--- src/rtl/alu_reservation_station.sv ---
// ---------------------------------------------------------------------------
// alu_reservation_station
//
// Holds dispatched integer/branch instructions until both source operands are
// available, then issues at most one per cycle to the ALU. Operand values are
// captured from the ALU and load/store result broadcast buses. Each entry is
// tagged by its 3-bit reorder-buffer id.
//
// Ports
//   clk_in, rst_in            clock; asynchronous active-high reset
//   rdy_in                    global ready, low freezes the whole block
//   flush_pipline             mispredict flush, empties every entry
//   dispatch_*                instruction offered by dispatch/rename
//   alu_cdb_*, mem_cdb_*      result broadcast buses (valid/id/value)
//   rs_full                   no free entry (combinational)
//   have_ins                  issue strobe, one cycle per instruction
//   ins_id ... is_compressed_ins   registered issue fields to the ALU
// ---------------------------------------------------------------------------
module alu_reservation_station #(
  parameter int RS_SIZE = 4
) (
  input  logic        clk_in,
  input  logic        rst_in,
  input  logic        rdy_in,
  input  logic        flush_pipline,

  input  logic        dispatch_valid,
  input  logic [2:0]  dispatch_ins_id,
  input  logic [6:0]  dispatch_opcode,
  input  logic [2:0]  dispatch_funct3,
  input  logic [6:0]  dispatch_funct7,
  input  logic [31:0] dispatch_imm,
  input  logic [5:0]  dispatch_shamt,
  input  logic [31:0] dispatch_PC,
  input  logic        dispatch_is_compressed,
  input  logic [31:0] dispatch_rs1_val,
  input  logic [31:0] dispatch_rs2_val,
  input  logic        dispatch_rs1_rdy,
  input  logic        dispatch_rs2_rdy,
  input  logic [2:0]  dispatch_rs1_dep,
  input  logic [2:0]  dispatch_rs2_dep,

  input  logic        alu_cdb_valid,
  input  logic [2:0]  alu_cdb_id,
  input  logic [31:0] alu_cdb_val,
  input  logic        mem_cdb_valid,
  input  logic [2:0]  mem_cdb_id,
  input  logic [31:0] mem_cdb_val,

  output logic        rs_full,
  output logic        have_ins,
  output logic [2:0]  ins_id,
  output logic [31:0] rs1_val,
  output logic [31:0] rs2_val,
  output logic [31:0] imm_val,
  output logic [5:0]  shamt_val,
  output logic [6:0]  opcode,
  output logic [2:0]  funct3,
  output logic [6:0]  funct7,
  output logic [31:0] request_PC,
  output logic        is_compressed_ins
);

  localparam int IDX_W = (RS_SIZE > 1) ? $clog2(RS_SIZE) : 1;

  // Entry storage
  logic [RS_SIZE-1:0] busy;
  logic [2:0]         ent_id     [RS_SIZE];
  logic [6:0]         ent_opcode [RS_SIZE];
  logic [2:0]         ent_funct3 [RS_SIZE];
  logic [6:0]         ent_funct7 [RS_SIZE];
  logic [31:0]        ent_imm    [RS_SIZE];
  logic [5:0]         ent_shamt  [RS_SIZE];
  logic [31:0]        ent_pc     [RS_SIZE];
  logic               ent_comp   [RS_SIZE];
  logic [RS_SIZE-1:0] ent_rs1_rdy;
  logic [RS_SIZE-1:0] ent_rs2_rdy;
  logic [2:0]         ent_rs1_dep [RS_SIZE];
  logic [2:0]         ent_rs2_dep [RS_SIZE];
  logic [31:0]        ent_rs1_val [RS_SIZE];
  logic [31:0]        ent_rs2_val [RS_SIZE];

  logic             free_found;
  logic [IDX_W-1:0] free_idx;
  logic             sel_found;
  logic [IDX_W-1:0] sel_idx;
  logic             disp_rs1_rdy;
  logic [31:0]      disp_rs1_val;
  logic             disp_rs2_rdy;
  logic [31:0]      disp_rs2_val;
  logic             do_dispatch;

  // Priority pick of the lowest free slot and the lowest ready entry; the
  // descending loop lets the lowest index win. Also resolves the same-cycle
  // broadcast bypass for the offered instruction's operands.
  always_comb begin
    free_found = 1'b0;
    free_idx   = '0;
    sel_found  = 1'b0;
    sel_idx    = '0;
    for (int i = RS_SIZE - 1; i >= 0; i--) begin
      if (!busy[i]) begin
        free_found = 1'b1;
        free_idx   = IDX_W'(i);
      end
      if (busy[i] && ent_rs1_rdy[i] && ent_rs2_rdy[i]) begin
        sel_found = 1'b1;
        sel_idx   = IDX_W'(i);
      end
    end

    disp_rs1_rdy = dispatch_rs1_rdy;
    disp_rs1_val = dispatch_rs1_val;
    if (!dispatch_rs1_rdy) begin
      if (alu_cdb_valid && alu_cdb_id == dispatch_rs1_dep) begin
        disp_rs1_rdy = 1'b1;
        disp_rs1_val = alu_cdb_val;
      end else if (mem_cdb_valid && mem_cdb_id == dispatch_rs1_dep) begin
        disp_rs1_rdy = 1'b1;
        disp_rs1_val = mem_cdb_val;
      end
    end

    disp_rs2_rdy = dispatch_rs2_rdy;
    disp_rs2_val = dispatch_rs2_val;
    if (!dispatch_rs2_rdy) begin
      if (alu_cdb_valid && alu_cdb_id == dispatch_rs2_dep) begin
        disp_rs2_rdy = 1'b1;
        disp_rs2_val = alu_cdb_val;
      end else if (mem_cdb_valid && mem_cdb_id == dispatch_rs2_dep) begin
        disp_rs2_rdy = 1'b1;
        disp_rs2_val = mem_cdb_val;
      end
    end

    rs_full     = &busy;
    do_dispatch = dispatch_valid && free_found;
  end

  // Entry update, wake-up, issue and dispatch. The dispatch target is a slot
  // that was free at cycle start, so it never collides with wake-up writes or
  // with the slot being issued (a slot freed by issue is reusable next cycle).
  always_ff @(posedge clk_in or posedge rst_in) begin
    if (rst_in) begin
      busy              <= '0;
      ent_rs1_rdy       <= '0;
      ent_rs2_rdy       <= '0;
      have_ins          <= 1'b0;
      ins_id            <= '0;
      rs1_val           <= '0;
      rs2_val           <= '0;
      imm_val           <= '0;
      shamt_val         <= '0;
      opcode            <= '0;
      funct3            <= '0;
      funct7            <= '0;
      request_PC        <= '0;
      is_compressed_ins <= 1'b0;
      for (int i = 0; i < RS_SIZE; i++) begin
        ent_id[i]      <= '0;
        ent_opcode[i]  <= '0;
        ent_funct3[i]  <= '0;
        ent_funct7[i]  <= '0;
        ent_imm[i]     <= '0;
        ent_shamt[i]   <= '0;
        ent_pc[i]      <= '0;
        ent_comp[i]    <= 1'b0;
        ent_rs1_dep[i] <= '0;
        ent_rs2_dep[i] <= '0;
        ent_rs1_val[i] <= '0;
        ent_rs2_val[i] <= '0;
      end
    end else if (!rdy_in) begin
      have_ins <= 1'b0;
    end else if (flush_pipline) begin
      busy     <= '0;
      have_ins <= 1'b0;
    end else begin
      for (int i = 0; i < RS_SIZE; i++) begin
        if (busy[i] && !ent_rs1_rdy[i]) begin
          if (alu_cdb_valid && alu_cdb_id == ent_rs1_dep[i]) begin
            ent_rs1_rdy[i] <= 1'b1;
            ent_rs1_val[i] <= alu_cdb_val;
          end else if (mem_cdb_valid && mem_cdb_id == ent_rs1_dep[i]) begin
            ent_rs1_rdy[i] <= 1'b1;
            ent_rs1_val[i] <= mem_cdb_val;
          end
        end
        if (busy[i] && !ent_rs2_rdy[i]) begin
          if (alu_cdb_valid && alu_cdb_id == ent_rs2_dep[i]) begin
            ent_rs2_rdy[i] <= 1'b1;
            ent_rs2_val[i] <= alu_cdb_val;
          end else if (mem_cdb_valid && mem_cdb_id == ent_rs2_dep[i]) begin
            ent_rs2_rdy[i] <= 1'b1;
            ent_rs2_val[i] <= mem_cdb_val;
          end
        end
      end

      if (sel_found) begin
        have_ins          <= 1'b1;
        busy[sel_idx]     <= 1'b0;
        ins_id            <= ent_id[sel_idx];
        rs1_val           <= ent_rs1_val[sel_idx];
        rs2_val           <= ent_rs2_val[sel_idx];
        imm_val           <= ent_imm[sel_idx];
        shamt_val         <= ent_shamt[sel_idx];
        opcode            <= ent_opcode[sel_idx];
        funct3            <= ent_funct3[sel_idx];
        funct7            <= ent_funct7[sel_idx];
        request_PC        <= ent_pc[sel_idx];
        is_compressed_ins <= ent_comp[sel_idx];
      end else begin
        have_ins <= 1'b0;
      end

      if (do_dispatch) begin
        busy[free_idx]        <= 1'b1;
        ent_id[free_idx]      <= dispatch_ins_id;
        ent_opcode[free_idx]  <= dispatch_opcode;
        ent_funct3[free_idx]  <= dispatch_funct3;
        ent_funct7[free_idx]  <= dispatch_funct7;
        ent_imm[free_idx]     <= dispatch_imm;
        ent_shamt[free_idx]   <= dispatch_shamt;
        ent_pc[free_idx]      <= dispatch_PC;
        ent_comp[free_idx]    <= dispatch_is_compressed;
        ent_rs1_rdy[free_idx] <= disp_rs1_rdy;
        ent_rs1_dep[free_idx] <= dispatch_rs1_dep;
        ent_rs1_val[free_idx] <= disp_rs1_val;
        ent_rs2_rdy[free_idx] <= disp_rs2_rdy;
        ent_rs2_dep[free_idx] <= dispatch_rs2_dep;
        ent_rs2_val[free_idx] <= disp_rs2_val;
      end
    end
  end

endmodule
--- config.mk ---
export PLATFORM = sky130hd
export DESIGN_NAME = alu_reservation_station
export DESIGN_NICKNAME = d
export VERILOG_FILES = /design/src/rtl/alu_reservation_station.sv
export SDC_FILE = /design/constraint.sdc
export NUM_CORES = 2
export LEC_CHECK = 0
export BUFFER_PORTS_ARGS = -buffer_cell sky130_fd_sc_hd__buf_2
export CAP_MARGIN = 10
export CORE_MARGIN = 3
export CORE_UTILIZATION = 30
export CTS_CLUSTER_SIZE = 14
export DETAILED_ROUTE_END_ITERATION = 6
export HOLD_SLACK_MARGIN = 0.02
export PLACE_DENSITY = 0.56
export SLEW_MARGIN = 5
export SYNTH_ARGS = -nofsm -noshare
export SYNTH_HDL_FRONTEND = slang
export SYNTH_SLANG_ARGS = --single-unit
--- constraint.sdc ---
create_clock -name clk_in -period 28.1 [get_ports clk_in]
set_clock_uncertainty 0.2 [all_clocks]
set_input_delay 4.215 -clock clk_in [delete_from_list [all_inputs] [get_ports clk_in]]
set_output_delay 4.215 -clock clk_in [all_outputs]
set_load 0.1 [all_outputs]
**Word level (Yosys, flattened, before mapping)**

Index checks and enable logic that the tools add are counted.

- Register bits after elaboration: 812
- Input port bits: 240
- Output and inout bits: 157
- Logic and storage cells: 325

- $lt $le $gt $ge: 7
- Equal/unequal tests: 20
- Mux-type cells: 178
- Bitwise logic cells: 6
- Reductions and logical operators: 52

Operator list:

| operator | count |
|---|---|
| two-way mux 32 bit | 55 |
| bitwise mux 128 bit | 4 |
| binary-select mux 32 bit (select 2 bit) | 4 |
| two-way mux 128 bit | 2 |
| demux 32 bit (select 2 bit) | 1 |
| two-way mux 1 bit | 62 |
| equality test 3 bit | 20 |
| bitwise mux 28 bit | 2 |
| bitwise mux 12 bit | 4 |
| logical AND 1 bit | 40 |
| two-way mux 7 bit | 5 |
| binary-select mux 7 bit (select 2 bit) | 2 |
| two-way mux 4 bit | 7 |
| bitwise mux 24 bit | 1 |
| two-way mux 6 bit | 3 |
| two-way mux 2 bit | 8 |
| two-way mux 3 bit | 5 |
| demux 7 bit (select 2 bit) | 1 |
| binary-select mux 3 bit (select 2 bit) | 2 |
| binary-select mux 6 bit (select 2 bit) | 1 |
| bitwise mux 4 bit | 3 |
| demux 6 bit (select 2 bit) | 1 |
| zero test 1 bit | 8 |
| demux 1 bit (select 2 bit) | 3 |
| other kinds (14) | 19 |

**Depth between registers and ports, before layout**

- Word-level depth: 18
- Depth in mapped cells: 10
- Gate-level depth less buffers: 6

**Least setup slack after synthesis**

Ideal clock, no wire load.

- Path kind: reg2out
- From: register busy[1]
- To: output rs_full
- Arrival: 1812 ps
- Data required time: 23685 ps
- Path slack: 21873 ps
- Cell stages (with the launch flop): 4
- Path buffers: 1
- Path through: dfrtp_1 clkbuf_2 nand2_1 nor2_1

- Cells in the longest elaborated chain, start to end: 1

Ends and longest elaborated chain:

| element | line | text |
|---|---|---|
| from (decl) | 67 | `logic [RS_SIZE-1:0] busy;` |
| from (signal assigned) | 145 | `busy <= '0;` |
| from (signal assigned) | 176 | `busy <= '0;` |
| from (signal, indexed assignment) | 202 | `busy[sel_idx] <= 1'b0;` |
| AND reduction 4 bit | 136 | `rs_full = &busy;` |
| to (decl) | 50 | `output logic rs_full,` |

No other way between the ends.

**Worst setup path after layout**

- From: input flush_pipline
- To: register ent_imm[77] (netlist bit)

- Cells in the longest elaborated chain, start to end: 2

Ends and longest elaborated chain:

| element | line | text |
|---|---|---|
| from (decl) | 25 | `input logic flush_pipline,` |
| NOT 1 bit (no line) | -- |  |
| AND reduction 3 bit (no line) | -- |  |
| to (signal, indexed assignment) | 223 | `ent_imm[free_idx] <= dispatch_imm;` |
| to (decl) | 72 | `logic [31:0] ent_imm [RS_SIZE];` |

No other way between the ends.
A chain may end at the register's enable or synchronous reset.

==> results_dict.tcl <==
set metrics [dict create \
    outcome "finished with violations" \
    violations "design-rule violations" \
    slew_headroom_pct 18.4 \
    cts_buffers 96 \
    drtIter0Drc 3702 \
    stdcell_count 5967 \
    nets 4358 \
    setup_viol 0 \
    vias_per_cell 5.59 \
    synth_cell_types 59 \
    seqCellArea_um2 20300 \
    dp_slack_ns 20.45 \
    die-area_um2 138000 \
    cts_tree "done" \
    ys.flop_type "dfrtp_1" \
    clkLatencyLatePin_ns 0.71 \
    syn_inst 3950 \
    tns_ns 0 \
    grt_start_max_net_pins 190 \
    p_leak_nw 21.9 \
    vdd_drop_max_v 0.000121 \
    fin_area_um2 46800 \
    period_needed_ns 6.98 \
    synth.area.top_cells "dfrtp_1, nand2_1, mux2_2" \
    fmax_mhz 143 \
    htree_levels 3 \
    synth_nets 4190 \
    syn2layout_area_growth_pct 16.5 \
    multi_input_comb_area_um2 18300 \
    clock_path_buffers 3 \
    dp_hpwl_um 87400 \
    fillers 13304 \
    die_x_um 372 \
    synth.most_common_cell "nand2_1" \
    drc 12 \
    portBuffers 396 \
    crit_chain "buf_2 > nand2b_1 > nor3_2 > buf_4 > buf_4 > mux2_2" \
    hold_viol 0 \
    worstPathArrival_ns 7.35 \
    core_um2 132000 \
    wl_um 147000 \
    end_kind "register" \
    hold_buffers 0 \
    synth_commonest_cells "nand2_1, dfrtp_1, nor2_1" \
    startpoint_type "primary input" \
    hold_class "register to register" \
    synth_edf_count 0 \
    dieHeight_um 372 \
    synth.top_cell.area_share_pct 50.6 \
    initial_core_util_pct 30.4 \
    gp_routability_congestion 0.815 \
    syn_avg_cell_area_um2 10.2 \
    path_clk_slew_ns 0.06 \
    synth-seq-cells 812 \
    dp_cells 5775 \
    finalMaxSlewViolations 0 \
    cpMostUsedCell "buf_4" \
    num_vias 33342 \
    grt_pass1_wl_um 219000 \
    yosysTopAreaCell "dfrtp_1" \
    placed_cell_area_um2 43300 \
    ios 397 \
    setup_slack_ns 21.12 \
    cts_setup_buffers 0 \
    worstMarginPinSlew_ns 1.22 \
    ctsResizeCount 0 \
    clock_sinks 812 \
    path_max_fanout 56 \
    rsz0062_at_grt "false" \
    rows 133 \
    grt.total_usage_pct 20.7 \
    synth-seq-area-share_pct 50.6 \
    p_per_area_nw_per_um2 108 \
    cpPeakStageDelay_ns 0.82 \
    worstSetupPathType "primary input to register" \
    syn_area_um2 40100 \
    antenna_found_initial 36 \
    cts-root-buf "clkbuf_16" \
    cp.required_ns 28.47 \
    grt.overflow.total 0 \
    yosysWarnings 0 \
    drt-pass1-iter-count 7 \
    grt_pass1_vias 33383 \
    crit_slowest_cell "buf_4" \
    post_drt_wl_per_cell_um 24.7 \
    postRouteAntennaNets 0 \
    layout-drive-gt1-share_pct 24.5 \
    post-route-period-util_pct 24.8 \
    drv_cap 0 \
    ys_async_sr_fraction_pct 100 \
]
-- state kept, by name (all words and copies together) (netlist names), 6 cells and up --
register,cells
ent_imm,128
ent_pc,128
ent_rs1_val,128
ent_rs2_val,128
imm_val,32
request_PC,32
rs1_val,32
rs2_val,32
ent_funct7,28
ent_opcode,28
ent_shamt,24
ent_funct3,12
ent_id,12
ent_rs1_dep,12
ent_rs2_dep,12
funct7,7
opcode,7
shamt_val,6
-- per-stage QoR --
stage	hold slack (ns)	util (%)	power, mW
6_report	0.269	35.4	5.06
5_1_grt	0.291	35.4	5.31
2_1_floorplan	0.240	-	3.31
4_1_cts	0.273	35.4	5.10
3_3_place_gp	0.252	32.8	3.70
3_5_place_dp	0.258	32.8	3.73
-- routing by layer --
metal  track usage [%]  part of all wire (%)
met4              7.62                   3.4
met5                 0                  0.10
met2              32.6                    46
met3              5.01                   8.5
met1              27.6                    42
-- kinds of logic (layout without fill, tap and decap cells) --
logic type	Yosys count	after routing	synth area share (%)
buffers and inverters	398	646	4.24
muxes	469	469	12.5
AOI/OAI and AO/OA	836	836	17.9
and+or+nand+nor	1375	1375	13.5
other	0	14	0
xor gates and xnor gates	60	60	1.31
DFF	812	812	50.6
-- path summary, 6_finish.rpt --
| check | from | endpoint | depth (start not counted) | slack [ns] |
|---|---|---|---|---|
| max in group asynchronous | rst_in | ent_rs2_val[20] | 4 | 21.99 |
| min in group asynchronous | rst_in | ent_imm[52] | 2 | 3.46 |
| worst min register to register | ent_imm[124] | ent_imm[124] | 2 | 0.27 |
| worst min-delay path | ent_imm[124] | ent_imm[124] | 2 | 0.27 |
| worst max-delay path | flush_pipline | ent_imm[77] | 6 | 21.12 |
| worst max register to register | busy[2] | imm_val[4] | 8 | 23.27 |
-- layout make-up --
type	count	share of cell area, %
Multi-Input combinational cell	2740	39.1
Clock inverter	33	1.16
Clock buffer	145	6.11
Timing Repair Buffer	461	5.36
Sequential cell	812	43.4
Antenna cell	14	0.0749
Inverter	7	0.0722
Tap cell	1755	4.69
-- cells in the final DEF (no fill, tap or decap), types with 7 or more instances in the layout --
master / synthesis / routed
a221oi_1: 117 / 117
o21ai_0: 48 / 48
a221oi_2: 97 / 97
clkinv_2: 0 / 13
clkbuf_8: 0 / 23
o21ai_1: 20 / 19
buf_2: 101 / 396
nand3_1: 41 / 41
nand4_1: 11 / 11
o22a_1: 58 / 58
nor3_1: 9 / 7
nand2_1: 882 / 878
bufinv_16: 0 / 12
a22o_1: 29 / 29
buf_4: 15 / 62
a21oi_1: 172 / 172
xnor2_1: 60 / 60
a221o_1: 31 / 31
mux2_2: 259 / 259
o22ai_2: 10 / 10
diode_2: 0 / 14
nor2_1: 393 / 386
dfrtp_1: 812 / 812
clkbuf_1: 241 / 24
mux2i_1: 210 / 210
clkbuf_16: 0 / 98
o22ai_1: 64 / 64
a222oi_1: 155 / 155
-- power by group --
group,internal [mW],leakage [nW],total [mW],switching (mW)
registers,1.57,10.1,1.79,0.223
logic,0.525,10.1,1.93,1.40
clock network,0.814,1.67,1.35,0.532
total,2.91,21.9,5.06,2.16
-- worst max-delay path: cells and delay by family --
family | cells | cell delay (ns)
buffers and inverters | 3 | 1.56
and+or+nand+nor | 2 | 0.94
muxes | 1 | 0.42
Note: power is estimated with default switching activity, not from simulation.
